==> config.mk <==
export PLATFORM = sky130hd
export DESIGN_NAME = data_bus_bridge
export DESIGN_NICKNAME = d
export VERILOG_FILES = /design/src/rtl/data_bus_bridge.sv
export SDC_FILE = /design/constraint.sdc
export NUM_CORES = 1
export LEC_CHECK = 0
export CORE_UTILIZATION = 33
export DETAILED_ROUTE_END_ITERATION = 6
export PLACE_DENSITY = 0.65
export SYNTH_ARGS = -nofsm -noshare
export SYNTH_HDL_FRONTEND = slang
export SYNTH_SLANG_ARGS = --single-unit
==> constraint.sdc <==
create_clock -name clk -period 2.24 [get_ports clk]
set_input_delay 0.448 -clock clk [delete_from_list [all_inputs] [get_ports clk]]
set_output_delay 0.448 -clock clk [all_outputs]
set_load 0.005 [all_outputs]
==> src/rtl/data_bus_bridge.sv <==
// -----------------------------------------------------------------------------
// data_bus_bridge
//
// Bridges a simple CPU data port (held read/write request, waitrequest stall)
// onto an Avalon-MM style memory master with pipelined read return.
// One transaction is in flight at a time. Illegal requests (read and write
// together) and bus cycles that exceed TIMEOUT_CYCLES complete with a sticky
// bus_error and zero read data.
//
// Ports
//   clk                 single clock, all state on rising edge
//   reset               asynchronous, active-low
//   cpu_address         CPU byte address (bits [1:0] ignored on the bus)
//   cpu_read/cpu_write  CPU requests, held until cpu_waitrequest is low
//   cpu_writedata       write data
//   cpu_byteenable      write byte lanes (ignored for reads)
//   cpu_readdata        read data, valid in the response cycle
//   cpu_waitrequest     CPU stall
//   avm_address         word-aligned memory address
//   avm_read/avm_write  memory strobes
//   avm_writedata       memory write data
//   avm_byteenable      memory byte lanes (all ones on reads)
//   avm_waitrequest     memory not accepting
//   avm_readdata        memory read data
//   avm_readdatavalid   memory read return strobe
//   bus_error           sticky error flag
// -----------------------------------------------------------------------------
module data_bus_bridge #(
  parameter int unsigned TIMEOUT_CYCLES = 255
) (
  input  logic        clk,
  input  logic        reset,
  input  logic [31:0] cpu_address,
  input  logic        cpu_read,
  input  logic        cpu_write,
  input  logic [31:0] cpu_writedata,
  input  logic [3:0]  cpu_byteenable,
  output logic [31:0] cpu_readdata,
  output logic        cpu_waitrequest,
  output logic [31:0] avm_address,
  output logic        avm_read,
  output logic        avm_write,
  output logic [31:0] avm_writedata,
  output logic [3:0]  avm_byteenable,
  input  logic        avm_waitrequest,
  input  logic [31:0] avm_readdata,
  input  logic        avm_readdatavalid,
  output logic        bus_error
);

  typedef enum logic [1:0] {
    IDLE   = 2'd0,
    ISSUE  = 2'd1,
    RDWAIT = 2'd2,
    RESP   = 2'd3
  } state_t;

  // The counter holds the number of completed ISSUE/RDWAIT cycles, so the
  // cycle in which it equals TIMEOUT_CYCLES-1 is the last one allowed.
  localparam logic [15:0] TMO_LAST = 16'(TIMEOUT_CYCLES - 1);

  state_t      state;
  logic        rd_dir;
  logic [15:0] tmo_cnt;
  logic        tmo_hit;

  function automatic logic [15:0] sat_inc(input logic [15:0] v);
    return (v == 16'hFFFF) ? v : v + 16'd1;
  endfunction

  assign tmo_hit         = (tmo_cnt >= TMO_LAST);
  assign cpu_waitrequest = (cpu_read || cpu_write) && (state != RESP);

  always_ff @(posedge clk or negedge reset) begin
    if (!reset) begin
      state          <= IDLE;
      rd_dir         <= 1'b0;
      tmo_cnt        <= '0;
      avm_read       <= 1'b0;
      avm_write      <= 1'b0;
      avm_address    <= '0;
      avm_writedata  <= '0;
      avm_byteenable <= '0;
      cpu_readdata   <= '0;
      bus_error      <= 1'b0;
    end else begin
      case (state)
        IDLE: begin
          if (cpu_read && cpu_write) begin
            bus_error    <= 1'b1;
            cpu_readdata <= '0;
            state        <= RESP;
          end else if (cpu_write && (cpu_byteenable == 4'b0000)) begin
            // Nothing to write: complete without touching the bus.
            state <= RESP;
          end else if (cpu_read || cpu_write) begin
            avm_address    <= cpu_address & 32'hFFFF_FFFC;
            avm_writedata  <= cpu_writedata;
            avm_byteenable <= cpu_read ? 4'b1111 : cpu_byteenable;
            avm_read       <= cpu_read;
            avm_write      <= cpu_write;
            rd_dir         <= cpu_read;
            tmo_cnt        <= '0;
            state          <= ISSUE;
          end
        end
        ISSUE: begin
          tmo_cnt <= sat_inc(tmo_cnt);
          if (!avm_waitrequest && !rd_dir) begin
            avm_write <= 1'b0;
            state     <= RESP;
          end else if (tmo_hit) begin
            // A read accepted on the last budgeted cycle cannot return in
            // time, so it is abandoned together with a still-stalled strobe.
            avm_read     <= 1'b0;
            avm_write    <= 1'b0;
            bus_error    <= 1'b1;
            cpu_readdata <= '0;
            state        <= RESP;
          end else if (!avm_waitrequest) begin
            avm_read <= 1'b0;
            state    <= RDWAIT;
          end
        end
        RDWAIT: begin
          tmo_cnt <= sat_inc(tmo_cnt);
          if (avm_readdatavalid) begin
            cpu_readdata <= avm_readdata;
            state        <= RESP;
          end else if (tmo_hit) begin
            bus_error    <= 1'b1;
            cpu_readdata <= '0;
            state        <= RESP;
          end
        end
        RESP:    state <= IDLE;
        default: state <= IDLE;
      endcase
    end
  end

endmodule
==> results by group <==
GRT
  • Antenna violations before repair: 0
  • Global-route track usage on met2: 27.4%
  • Wire length of the first global-routing pass: 21.3 mm
  • Total track usage: 16.8%
  • Met3 demand-to-capacity share in global routing: 4.34%
  • Met1 Track Usage GR: 21.5%
  • Vias in the first global route: 4208
  • Maximum number of pins on one net before global-route repair: 46
  • Total congestion overflow after global routing: 0
  • Busiest layer in global routing: met2

Power
  • Leakage power summed over all cells: 3.56 nW
  • Worst IR Drop VDD: 0.593 mV
  • Total power per unit cell area: 1270 nW/um^2

Timing
  • Maximum clock rate: 475 MHz
  • Slew at the pin with the worst max-slew slack: 524 ps
  • Final Hold Viols: 0
  • Unrepaired setup endpoints after global routing: no
  • Number of setup violations in the final report: 0
  • Final Skew: 11.8 ps
  • Final critical delay including setup and external delays: 2110 ps
  • Headroom to the max-slew limit: 65.0%
  • Period Utilization, post-route: 94.0%
  • Count of final max-slew check failures: 0

Final layout
  • Number of diodes: 0
  • Total non-filler cell area in the finished layout: 8370 sq um
  • Share of layout cells above drive strength 1: 17.6%
  • Count of filler cells inserted in the layout: 1292
  • Nets: 749
  • Synthesis-to-finish area growth: 59.2%
  • Fin util: 54.4%

Route
  • Via count: 4089
  • Final WL: 13.6 mm
  • Drt pass-1 iters: 4
  • Vias per std cell: 4.75
  • DRT antenna net count: 0
  • WL per Instance: 15.8 um
  • Residual DRC count: 0
  • Iteration-0 DRC count of the detailed router: 153

CTS
  • Number of hold-repair buffers added at the cts stage: 0
  • Clock tree buffer depth: 2
  • CTS tree: built
  • Total number of H-tree levels: 4
  • Total clock sinks: 120
  • Clock latency reported for the late side of the worst-skew pair: 410 ps
  • Clock-pin transition on the worst setup and hold timing paths: 50 ps
  • Cell chosen for the clock root: clkbuf_16
  • Number of buffers created by CTS: 17

Place
  • Routability cong.: 0.798
  • HPWL after DPL: 9.89 mm
  • Placed Area: 7740 sq um
  • Count of buffers inserted at the top-level ports: 205

Yosys
  • Register bit count reported by yosys: 120
  • Cell Area, Synth: 5260 sq um
  • Avg Synthesized Cell Area: 13.4 sq um
  • Most used DFF post-synth: dfrtp_1
  • Post-synthesis cell type with the largest combined area: dfrtp_1
  • FFs w/ async S/R, synth: 100%
  • Dominant cell by count in the synthesized netlist: dfrtp_1
  • Number of flops mapped to enable cells by yosys: 0
  • Synth Instances: 391
  • Most common library cells after synthesis: dfrtp_1 (120), mux2_1 (60), a22o_1 (35), nand2_1 (19), nor2_1 (16)
  • Area share of the leading cell type in the synthesized netlist: 57.1%
  • Number of distinct library cell variants in the gate-level netlist after synthesis: 61
  • Part of the Yosys area used for sequential elements: 57.1%
  • Count of warnings emitted by yosys: 0
  • Top cells by area in the synthesized netlist: dfrtp_1 (57%), mux2_1 (13%), a22o_1 (5.8%)

Floorplanning
  • Die W: 128 um
  • Placeable Area: 15400 sq um
  • Die footprint: 16400 sq um
  • Overall die height: 128 um
  • Row cnt: 45
  • Effective utilization at floorplan: 34.2%
  • Top-level port count: 210

Worst setup path
  • Arrival time reported for the critical path endpoint: 2440 ps
  • Largest fanout on the critical path: 9
  • End of the worst register-to-register path: tmo_cnt[9]$_DFFE_PN0P_
  • Endpoint required time on the critical path: 2580 ps
  • Endpoint type of the worst setup path: flop
  • CP startpoint kind: flop
  • Launch instance of the worst register-to-register path: state[1]$_DFFE_PN0P_
  • R2r worst-path depth: 8
  • Worst reg-to-reg setup slack: 130 ps
  • Crit path kind: flop to flop

Status
  • Result of the run: finished clean

Hold path
  • HP Class: input port to asynchronous set/reset pin

Run
  • Number of violations of the max-capacitance limit: 0
## where the power goes
| part | total (mW) | switching, mW | internal (mW) | leakage, nW |
|---|---|---|---|---|
| logic | 4.65 | 1.88 | 2.77 | 1.79 |
| registers | 3.43 | 0.446 | 2.98 | 1.52 |
| clock network | 2.51 | 0.958 | 1.55 | 0.259 |
| total | 10.6 | 3.28 | 7.30 | 3.56 |
## registers in the layout, indices dropped and copies added, names as in the netlist, 2 cells and up
register / flops
avm_writedata: 32
cpu_readdata: 32
tmo_cnt: 16
state: 2
avm_byteenable: 4
avm_address: 30
## worst max-delay path, cell delays in order (launching register included)
cell and delay, ps:
dfrtp_1 400, inv_1 130, ha_4 330, nor2_1 50, a21oi_2 200, o32ai_4 180, buf_12 170, or4_1 420
a21oi_2 150
## through the flow
| stage | total power, mW | hold slack (ps) | TNS [ps] | instances | setup slack [ps] |
|---|---|---|---|---|---|
| final | 10.6 | 19.5 | 0 | 860 | 134 |
| after global routing | 11.3 | 45.7 | 0 | 860 | 0.300 |
| after CTS | 10.6 | 23.4 | 0 | 857 | 0.687 |
| after detailed placement | 7.94 | 463 | -20650 | 824 | -335 |
| after global placement | 7.81 | 448 | -16900 | 824 | -295 |
| after floorplan | 5.54 | 152 | 0 | 392 | 226 |
## routing by layer
layer	share of wire, %	vias to the layer above
met1	44	1993
li1	-	1931
met3	5.6	19
met4	1.3	0
met5	0	-
met2	49	146
## layout make-up
type / instances / area [sq um] / area share (%)
timing repair buffer: 247 / 2470 / 29.5
sequential: 120 / 3000 / 35.9
clock inverter: 11 / 101 / 1.21
multi-input combinational: 243 / 2050 / 24.5
clock buffer: 21 / 450 / 5.38
tap: 211 / 264 / 3.16
inverter: 7 / 26.3 / 0.314
## timing repair
action                     in CTS  in global routing
setup buffers                   0                  2
setup endpoints to repair      32                 48
pin swaps                       0                  1
cloned                          1                  1
resized for setup               1                  6
## placed cells by master, fill, tap and decap left out, types with 2 or more instances in the layout
cell / Yosys / final
nand2_1: 19 / 19
a21oi_1: 6 / 6
o31ai_2: 3 / 3
clkbuf_1: 1 / 3
a21o_2: 2 / 2
nor2_1: 16 / 16
and4_1: 2 / 2
or3_1: 2 / 2
nor3_1: 2 / 2
buf_4: 7 / 35
clkdlybuf4s50_1: 0 / 202
ha_1: 7 / 6
nand3_1: 7 / 7
clkinvlp_4: 0 / 4
mux2_2: 2 / 2
o21ai_0: 13 / 12
or4_1: 7 / 7
o21ai_1: 1 / 2
mux2_1: 60 / 60
conb_1: 1 / 2
inv_1: 7 / 7
dfrtp_1: 120 / 120
a22o_1: 35 / 35
o21ai_4: 1 / 2
a32oi_1: 2 / 2
clkbuf_16: 0 / 17
clkinv_4: 0 / 3
o31ai_1: 4 / 4
a21oi_2: 7 / 7
a21o_1: 2 / 2
or3_2: 2 / 2
or4_2: 3 / 3
nor2_2: 3 / 2
clkinv_2: 0 / 3
buf_12: 1 / 8
o22ai_1: 2 / 2
o21ai_2: 3 / 3
dlymetal6s2s_1: 0 / 2
## worst max path at each step
stage	startpoint	endpoint	slack, ps	cells after the start
final	state[1]$_DFFE_PN0P_	tmo_cnt[9]$_DFFE_PN0P_	130	8
after floorplan	state[0]$_DFFE_PN0P_	tmo_cnt[13]$_DFFE_PN0P_	230	9
after global routing	state[1]$_DFFE_PN0P_	tmo_cnt[8]$_DFFE_PN0P_	0.3	8
after detailed placement	cpu_read	tmo_cnt[5]$_DFFE_PN0P_	-330	7
after global placement	cpu_read	tmo_cnt[12]$_DFFE_PN0P_	-290	7
after CTS	state[0]$_DFFE_PN0P_	cpu_readdata[6]$_DFFE_PN0P_	0.7	7
## logic make-up (layout without fill, tap and decap cells)
family	after synthesis	after routing	share of synthesized area, %
compound gates	89	91	14.0
simple gates	79	79	8.40
other cells	1	2	0.0713
buf+inv	31	286	5.02
fa+ha+maj	7	7	1.67
flops	120	120	57.1
mux	63	63	13.6
xor+xnor	1	1	0.167
(Power assumes the default switching activity.)
